<file path="src/rtl/multi_debouncer.sv">
// ============================================================================
// multi_debouncer : per-channel synchroniser, stability-window debouncer,
//                   press/release pulses and optional auto-repeat strobe.
// Revision: 1.0
// ============================================================================
`default_nettype none

module multi_debouncer #(
  parameter int CHANNELS        = 4,
  parameter int DEBOUNCE_CYCLES = 1000000,
  parameter int HOLD_CYCLES     = 50000000,
  parameter int REPEAT_CYCLES   = 10000000
) (
  input  logic                clk,
  input  logic                rst,
  input  logic [CHANNELS-1:0] raw,
  output logic [CHANNELS-1:0] clean,
  output logic [CHANNELS-1:0] rise,
  output logic [CHANNELS-1:0] fall,
  output logic [CHANNELS-1:0] rpt,
  output logic [CHANNELS-1:0] act
);

  localparam int c_DW   = $clog2(DEBOUNCE_CYCLES + 1);
  localparam int c_RMAX = (HOLD_CYCLES > REPEAT_CYCLES) ? HOLD_CYCLES : REPEAT_CYCLES;
  localparam int c_RW   = $clog2(c_RMAX + 1);

  localparam logic [c_DW-1:0] c_DB_LAST  = c_DW'(DEBOUNCE_CYCLES - 1);
  localparam logic [c_RW-1:0] c_HOLD_END = c_RW'(HOLD_CYCLES);
  localparam logic [c_RW-1:0] c_RPT_END  = c_RW'(REPEAT_CYCLES - 1);
  localparam logic            c_RPT_EN   = (HOLD_CYCLES > 0);

  localparam logic [1:0] c_IDLE   = 2'd0;
  localparam logic [1:0] c_HOLD   = 2'd1;
  localparam logic [1:0] c_REPEAT = 2'd2;

  for (genvar gi = 0; gi < CHANNELS; gi++) begin : g_ch
    logic            r_s0, r_s1, r_clean, r_rise, r_fall, r_rpt, r_act;
    logic [c_DW-1:0] r_dcnt;
    logic [1:0]      r_state, w_state_nxt;
    logic [c_RW-1:0] r_rcnt, w_rcnt_nxt;
    logic            w_accept, w_rise_cond, w_fall_cond, w_rpt_nxt;

    // A new level is accepted on the edge that completes the stability window.
    assign w_accept    = (r_s1 != r_clean) && (r_dcnt == c_DB_LAST);
    assign w_rise_cond = w_accept & r_s1;
    assign w_fall_cond = w_accept & ~r_s1;

    always_ff @(posedge clk) begin
      if (rst) begin
        r_s0    <= 1'b0;
        r_s1    <= 1'b0;
        r_clean <= 1'b0;
        r_rise  <= 1'b0;
        r_fall  <= 1'b0;
        r_dcnt  <= '0;
      end else begin
        r_s0   <= raw[gi];
        r_s1   <= r_s0;
        r_rise <= w_rise_cond;
        r_fall <= w_fall_cond;
        if (r_s1 == r_clean) begin
          r_dcnt <= '0;
        end else if (w_accept) begin
          r_clean <= r_s1;
          r_dcnt  <= '0;
        end else begin
          r_dcnt <= r_dcnt + c_DW'(1);
        end
      end
    end

    always_ff @(posedge clk) begin
      if (rst) begin
        r_state <= c_IDLE;
        r_rcnt  <= '0;
        r_rpt   <= 1'b0;
        r_act   <= 1'b0;
      end else begin
        r_state <= w_state_nxt;
        r_rcnt  <= w_rcnt_nxt;
        r_rpt   <= w_rpt_nxt;
        r_act   <= w_rise_cond | w_rpt_nxt;
      end
    end

    always_comb begin
      w_state_nxt = r_state;
      w_rcnt_nxt  = r_rcnt;
      case (r_state)
        c_IDLE: begin
          if (w_rise_cond && c_RPT_EN) begin
            w_state_nxt = c_HOLD;
            w_rcnt_nxt  = c_RW'(1);
          end
        end
        c_HOLD: begin
          if (w_fall_cond) begin
            w_state_nxt = c_IDLE;
            w_rcnt_nxt  = '0;
          end else if (r_rcnt == c_HOLD_END) begin
            w_state_nxt = c_REPEAT;
            w_rcnt_nxt  = '0;
          end else begin
            w_rcnt_nxt = r_rcnt + c_RW'(1);
          end
        end
        c_REPEAT: begin
          if (w_fall_cond) begin
            w_state_nxt = c_IDLE;
            w_rcnt_nxt  = '0;
          end else if (r_rcnt == c_RPT_END) begin
            w_rcnt_nxt = '0;
          end else begin
            w_rcnt_nxt = r_rcnt + c_RW'(1);
          end
        end
        default: begin
          w_state_nxt = c_IDLE;
          w_rcnt_nxt  = '0;
        end
      endcase
    end

    // A release accepted on the same edge suppresses the repeat strobe.
    always_comb begin
      w_rpt_nxt = 1'b0;
      case (r_state)
        c_HOLD:   w_rpt_nxt = ~w_fall_cond && (r_rcnt == c_HOLD_END);
        c_REPEAT: w_rpt_nxt = ~w_fall_cond && (r_rcnt == c_RPT_END);
        default:  w_rpt_nxt = 1'b0;
      endcase
    end

    assign clean[gi] = r_clean;
    assign rise[gi]  = r_rise;
    assign fall[gi]  = r_fall;
    assign rpt[gi]   = r_rpt;
    assign act[gi]   = r_act;
  end

endmodule

`default_nettype wire
</file>
<file path="config.mk">
export PLATFORM = sky130hd
export DESIGN_NAME = multi_debouncer
export DESIGN_NICKNAME = d
export VERILOG_FILES = /design/src/rtl/multi_debouncer.sv
export SDC_FILE = /design/constraint.sdc
export NUM_CORES = 1
export LEC_CHECK = 0
export ABC_AREA = 1
export CAP_MARGIN = 20
export CELL_PAD_IN_SITES_DETAIL_PLACEMENT = 0
export CELL_PAD_IN_SITES_GLOBAL_PLACEMENT = 1
export CORE_MARGIN = 5
export CORE_UTILIZATION = 49
export CTS_CLUSTER_DIAMETER = 50
export DETAILED_ROUTE_END_ITERATION = 12
export PLACE_DENSITY = 0.84
export SETUP_SLACK_MARGIN = 0.15
export SLEW_MARGIN = 30
export SYNTH_ARGS = -nofsm -noshare
export SYNTH_HDL_FRONTEND = slang
export SYNTH_SLANG_ARGS = --single-unit
</file>
<file path="constraint.sdc">
create_clock -name clk -period 4.8 [get_ports clk]
set_clock_uncertainty 0.1 [all_clocks]
set_input_delay 0.48 -clock clk [delete_from_list [all_inputs] [get_ports clk]]
set_output_delay 0.48 -clock clk [all_outputs]
set_load 0.03 [all_outputs]
</file>
==> impl_results.md <==
- Die area: 28400 sq um
- Post-Syn Area: 12300 sq um
- Async set-or-reset flop fraction in the synthesized netlist: 0%
- Most frequent cells in the layout: nand2_1, nor2_1, inv_1
- Remaining antenna violation count: 0
- Post-synth EDFFs: 0
- Top_reg_cell synth: dfxtp_1
- Sum Neg Setup Slack: 0 ns
- First-pass GRT wire length: 49400 um
- Row cnt: 58
- Commonest non-fill, non-tap cell in the layout: nand2_1
- Residual DRC: 0
- Setup Viol. Count Final: 0
- Crit path from: g_ch[1].r_rcnt[1]
- Antenna Cells: 0
- CTS tree: yes
- Max Slew Vio Count: 0
- Root Driver: clkbuf_16
- Post-CTS Setup Bufs: 0
- Final HPWL from detailed placement: 21100 um
- Starting density of the core: 49.4%
- Mapped Nets: 1890
- FMAX: 406 MHz
- Top cells by area, synth: dfxtp_1, nand2_1, nor2_1
- Clock buffer depth: 3
- Final std cells w/o fill: 2228
- Synth-to-layout area growth: 12.9%
- GRT Resource Usage Total: 20.3%
- Worst R2R Path Depth: 12
- Final Wtd Congestion: 0.911
- Yosys top cell by area: dfxtp_1
- Hold path depth: 2
- Post-CTS Resized: 0
- Multiplexer area fraction after synthesis: 0.0812%
- Reg2reg start: g_ch[1].r_rcnt[1]
- CP arrival: 2.73 ns
- Setup CP Type: reg2reg
- Synth Area in XOR/XNOR: 5.05%
- Vias per cell: 5.00
- Post-layout min period: 2.46 ns
- Yosys reg bits: 220
- Status: complete, no violations
- Largest net degree at the start of global routing: 42
- Seq/Total Area, Yosys: 35.7%
- Gr ovfl total: 0
- Max-Cap Viols: 0
- Yosys top cell area share: 35.7%
- Leakage power: 5.30 nW
- Later-pin clock latency in the skew report: 0.51 ns
- PD cells: 337 nW/um^2
- DR WL/cell: 13.0 um
- Post-Synth Simple-Gate Area: 40.0%
- H-tree depth: 2
- Warnings from Yosys: 0
- DR vias: 11100
- Num ports: 26
- R2r setup slk: 2.34 ns
- # hold bufs at CTS: 0
- Die X: 169 um
- Adder-Cell Fraction of Synth Area: 2.84%
- Crit share post-route: 51.3%
- CTS buffer count: 36
- Required @ worst endpoint: 5.07 ns
- Number of global-route vias before repair: 10400
- Initial antenna violation count: 0
- Reg2reg end: g_ch[1].r_rcnt[3]
- Clock sink total: 220
- Origin of the worst min-delay path: g_ch[0].r_s0
- Hold WC Path Type: reg2reg
- Synth Area per Inst: 6.64 sq um
- Compound-Gate Fraction of Synth Area: 5.19%
- Clock-pin slew on the worst setup and hold paths: 0.05 ns
- Cells after Synth: 1856
- Worst-Margin Slew: 0.860 ns
- Core ar.: 25000 sq um
- Die height: 169 um
- Layout cells sized above 1: 7.69%
- Drt total wl: 28900 um
- Slew HR: 42.5%
- Port-buffer cells: 25
- Count of different cell masters after synthesis: 46
- Worst Path Max Fanout: 14
- Count of final hold-check violations: 0
- Nets: 1906
- Iter 0 DRT Violations: 739
- Placed Cells: 2164
- Largest family of logic cells by synthesized area: simple AND/OR/NAND/NOR gates
- VDD IR-drop max: 0.000311 V
- RSZ-0062 raised after global routing: no
- Drt first pass iters: 5
- Crit path capture type: flop
- Min-Delay Endpoint: g_ch[0].r_s1
- Setup crit start kind: flop
## worst max path at each step
| stage | to |
|---|---|
| 2_1_floorplan | g_ch[0].r_rcnt[10] |
| 3_3_place_gp | g_ch[3].r_rcnt[16] |
| 3_5_place_dp | g_ch[1].r_rcnt[24] |
| 4_1_cts | g_ch[1].r_rcnt[3] |
| 5_1_grt | g_ch[0].r_rcnt[19] |
| 6_report | g_ch[1].r_rcnt[3] |
## critical path, cell delays in order (launching register included)
cell	delay, ns
dfxtp_1	0.37
ha_1	0.18
nand2_1	0.06
nor2_1	0.16
nand2_1	0.16
nor2_1	0.20
nand3_1	0.10
nand3_1	0.11
nand2_2	0.20
nand2_1	0.14
nand2_2	0.11
nand2_1	0.34
nor2_1	0.10
## area by class of cell
type	count	area [sq um]
multi-input cells	1317	6550
repair buffers	27	260
clock inverters	19	284
well taps	330	413
flip-flops and latches	220	4400
fillers	2479	11100
clock buffers	45	986
inverters	270	1020
## metrics by stage
step	total power [mW]	hold WS, ns	area (sq um)	setup slack [ns]	util (%)
finish	4.68	0.301	13900	2.34	55.7
global route	4.86	0.330	13900	2.10	55.7
CTS	4.75	0.304	13900	2.35	55.7
detailed placement	2.00	0.296	12600	2.36	50.6
global placement	2.00	0.292	12600	2.47	50.6
floorplan	1.97	0.288	12300	2.95	-
## logic make-up (layout without fill, tap and decap cells)
family | count (synthesis) | in the layout
compound gates | 120 | 120
xor+xnor | 71 | 71
fa+ha+maj | 28 | 28
buf+inv | 319 | 361
flops | 220 | 220
mux | 1 | 1
simple gates | 1097 | 1097
## synth_stat cells, types with 9 or more instances
master and instances:
a21oi_1 63, buf_4 22, clkbuf_1 9, dfxtp_1 220, ha_1 28, inv_1 255, inv_2 11, nand2_1 375
nand2_2 20, nand3_1 158, nand4_1 65, nor2_1 347, nor2_2 17, nor3_1 50, nor3b_1 11, nor4_1 9
o21ai_0 36, xnor2_1 14, xor2_1 57
## layer usage
metal  wire (um)  GRT usage [%]
met5           0              0
met3        1200           3.34
met4         920           6.92
met2       12800           32.7
met1       13900           27.6
## state kept, by name, summed over array words and instances (netlist names)
name          flops
g_ch.r_fall       4
g_ch.r_rcnt     104
g_ch.r_s1         4
g_ch.r_clean      4
g_ch.r_act        4
g_ch.r_state      8
g_ch.r_s0         4
g_ch.r_rpt        4
g_ch.r_dcnt      80
g_ch.r_rise       4
## power by group
group / switching (mW) / total, mW / leakage, nW / internal [mW]
Sequential: 0.00589 / 1.84 / 1.77 / 1.84
Combinational: 0.0872 / 0.115 / 2.92 / 0.0282
Clock: 0.933 / 2.73 / 0.604 / 1.79
Power figures use the tool's default switching activity.
==> RTL edit: new RTL, same settings <==
One comparison of `r_rcnt` changes from == to >=.
--- a/src/rtl/multi_debouncer.sv
+++ b/src/rtl/multi_debouncer.sv
@@ -98,7 +98,7 @@
           if (w_fall_cond) begin
             w_state_nxt = c_IDLE;
             w_rcnt_nxt  = '0;
-          end else if (r_rcnt == c_HOLD_END) begin
+          end else if (r_rcnt >= c_HOLD_END) begin
             w_state_nxt = c_REPEAT;
             w_rcnt_nxt  = '0;
           end else begin
Behaviour: same outputs for any inputs over 10 cycles, from zero or initial values and one cycle with rst high; that may be too few to reach the edited logic, so the function may still have changed.
==> RTL edit against the unedited design <==
Maximum frequency shrank 13%. Sequential cell count is the same. First-iteration DRC count shrank 7.4%. Design area shrank 0.40%. Setup slack lost 380 ps. Via count grew 0.83%. Synthesized area grew 0.72%. Count of clock-buffer cells in the layout is the same. Wire length shrank 3.2%.
Power is not compared: it rests on default switching activity, and its combinational part moved more than twofold at a synthesized area within 25%.
==> RTL edit: results (changes against the unedited design) <==
| Metric | Value |
|---|---|
| Top delay family on crit path | `simple AND/OR/NAND/NOR gates` |
| CP max stage delay | `530 ps (+160 ps)` |
| Run status | `complete, no violations` |
| RR Startpoint | `g_ch[0].r_dcnt[0]` |
| Ranking of synthesized cells by area | `dfxtp_1 (35%), nand2_1 (12%), nor2_1 (10%)` |
| Post-synthesis mux area share | `0% (-0.081 points)` |
| Yosys cell types | `48 (+4.3%)` |
| DR iter-0 viols | `684 (-7.4%)` |
| Gpl congestion | `0.883 (-3.1%)` |
| Pin count of the biggest net entering global routing | `44 (+4.8%)` |
| Complex-gate fraction of the synthesized area | `5.86% (+0.67 points)` |
| Synth Net Count | `1886 (-0.21%)` |
| Max reg flops | `104 (unchanged)` |
| HPWL after DPL | `20200 um (-4.3%)` |
| First-pass GRT wire length | `48400 um (-2.1%)` |
| Hold Path Origin | `g_ch[1].r_s0` |
| Filler cell count | `2503 (+0.97%)` |
| Via-to-Cell Ratio | `5.07 (+1.4%)` |
| Fin. Hold Viols | `0 (unchanged)` |
| Xor-xnor portion of the synthesized cell area | `5.29% (+0.25 points)` |
| Sequential area share after synthesis | `35.5% (-0.26 points)` |
| Antenna fix cells | `0 (unchanged)` |
| Number of global-route vias before repair | `10.5k (+1.0%)` |
| Critical path data arrival time | `3160 ps (+430 ps)` |
| Commonest cells in the synthesized netlist | `nand2_1 (386), nor2_1 (340), inv_1 (232), dfxtp_1 (220), nand3_1 (142)` |
| Post-Route WL | `28000 um (-3.2%)` |
| Post-Synth Adder-Cell Area | `2.82% (-0.020 points)` |
| Slew HR | `53.7% (+11 points)` |
| Critical Path Fanout Max | `21 (+7)` |
| Resize count post-CTS | `0 (unchanged)` |
| Layout cells sized above 1 | `7.48% (-0.21 points)` |
| GRT Overall Usage | `19.5% (-0.72 points)` |
| H-tree depth | `2 (unchanged)` |
| Worst-path cell with the longest stage delay | `nand2_1` |
| TritonCTS Buffers | `34 (-5.6%)` |
| Peak supply drop | `0.000299 V` |
RTL edit: worst reg2reg max path: stages (launching register included):
cell and delay [ps]:
dfxtp_1 350, ha_1 170, nand2_1 50, inv_1 80
nand2_1 130, nor3_4 220, nand4_1 130, nand2_1 530
inv_2 320, nor2_4 400, nand3_1 130, a21oi_1 150
RTL edit: stage by stage:
| stage | hold WS [ps] | area (um2) | instances | utilization (%) | setup WS (ps) |
|---|---|---|---|---|---|
| after floorplan | 288 | 12400 | 1852 | - | 2920 |
| after global placement | 305 | 12700 | 2155 | 50.7 | 2040 |
| after detailed placement | 295 | 12700 | 2155 | 50.7 | 1980 |
| after CTS | 301 | 13900 | 2215 | 55.3 | 1960 |
| after global routing | 326 | 13900 | 2215 | 55.3 | 1640 |
| final | 309 | 13900 | 2215 | 55.3 | 1960 |
RTL edit: worst paths after layout:
path | endpoint | slack, ps | depth (start not counted)
worst max-delay path | g_ch[0].r_rcnt[12] | 1960 | 11
worst min-delay path | g_ch[1].r_s1 | 310 | 2
worst min register to register | g_ch[1].r_s1 | 310 | 2
worst max register to register | g_ch[0].r_rcnt[12] | 1960 | 11
RTL edit: per-layer routing:
metal,global-route usage [%],wire length [um]
met5,0,0
met4,5.11,509
met3,3.26,1190
met2,32.1,12600
met1,26.9,13700
RTL edit: area by class of cell:
class | instances | area share [%]
clock buffers | 45 | 7.19
multi-input cells | 1336 | 48.4
clock inverters | 15 | 1.16
well taps | 330 | 2.98
flip-flops and latches | 220 | 31.8
repair buffers | 28 | 1.93
inverters | 241 | 6.53
RTL edit: power groups by stage:
stage                     clock network (uW)  logic (uW)  registers [uW]
after global routing                    2600        52.8            1830
after CTS                               2540        47.7            1830
final                                   2460        46.4            1830
after detailed placement                   0        47.5            1870
after global placement                     0        47.6            1870
after floorplan                            0        33.1            1870
RTL edit: cells by family after synthesis:
group | Yosys count
buffers and inverters | 296
AND/OR/NAND/NOR | 1097
XOR/XNOR | 75
AO/OA/AOI/OAI | 136
adder cells (fa/ha/maj) | 28
flip-flops | 220
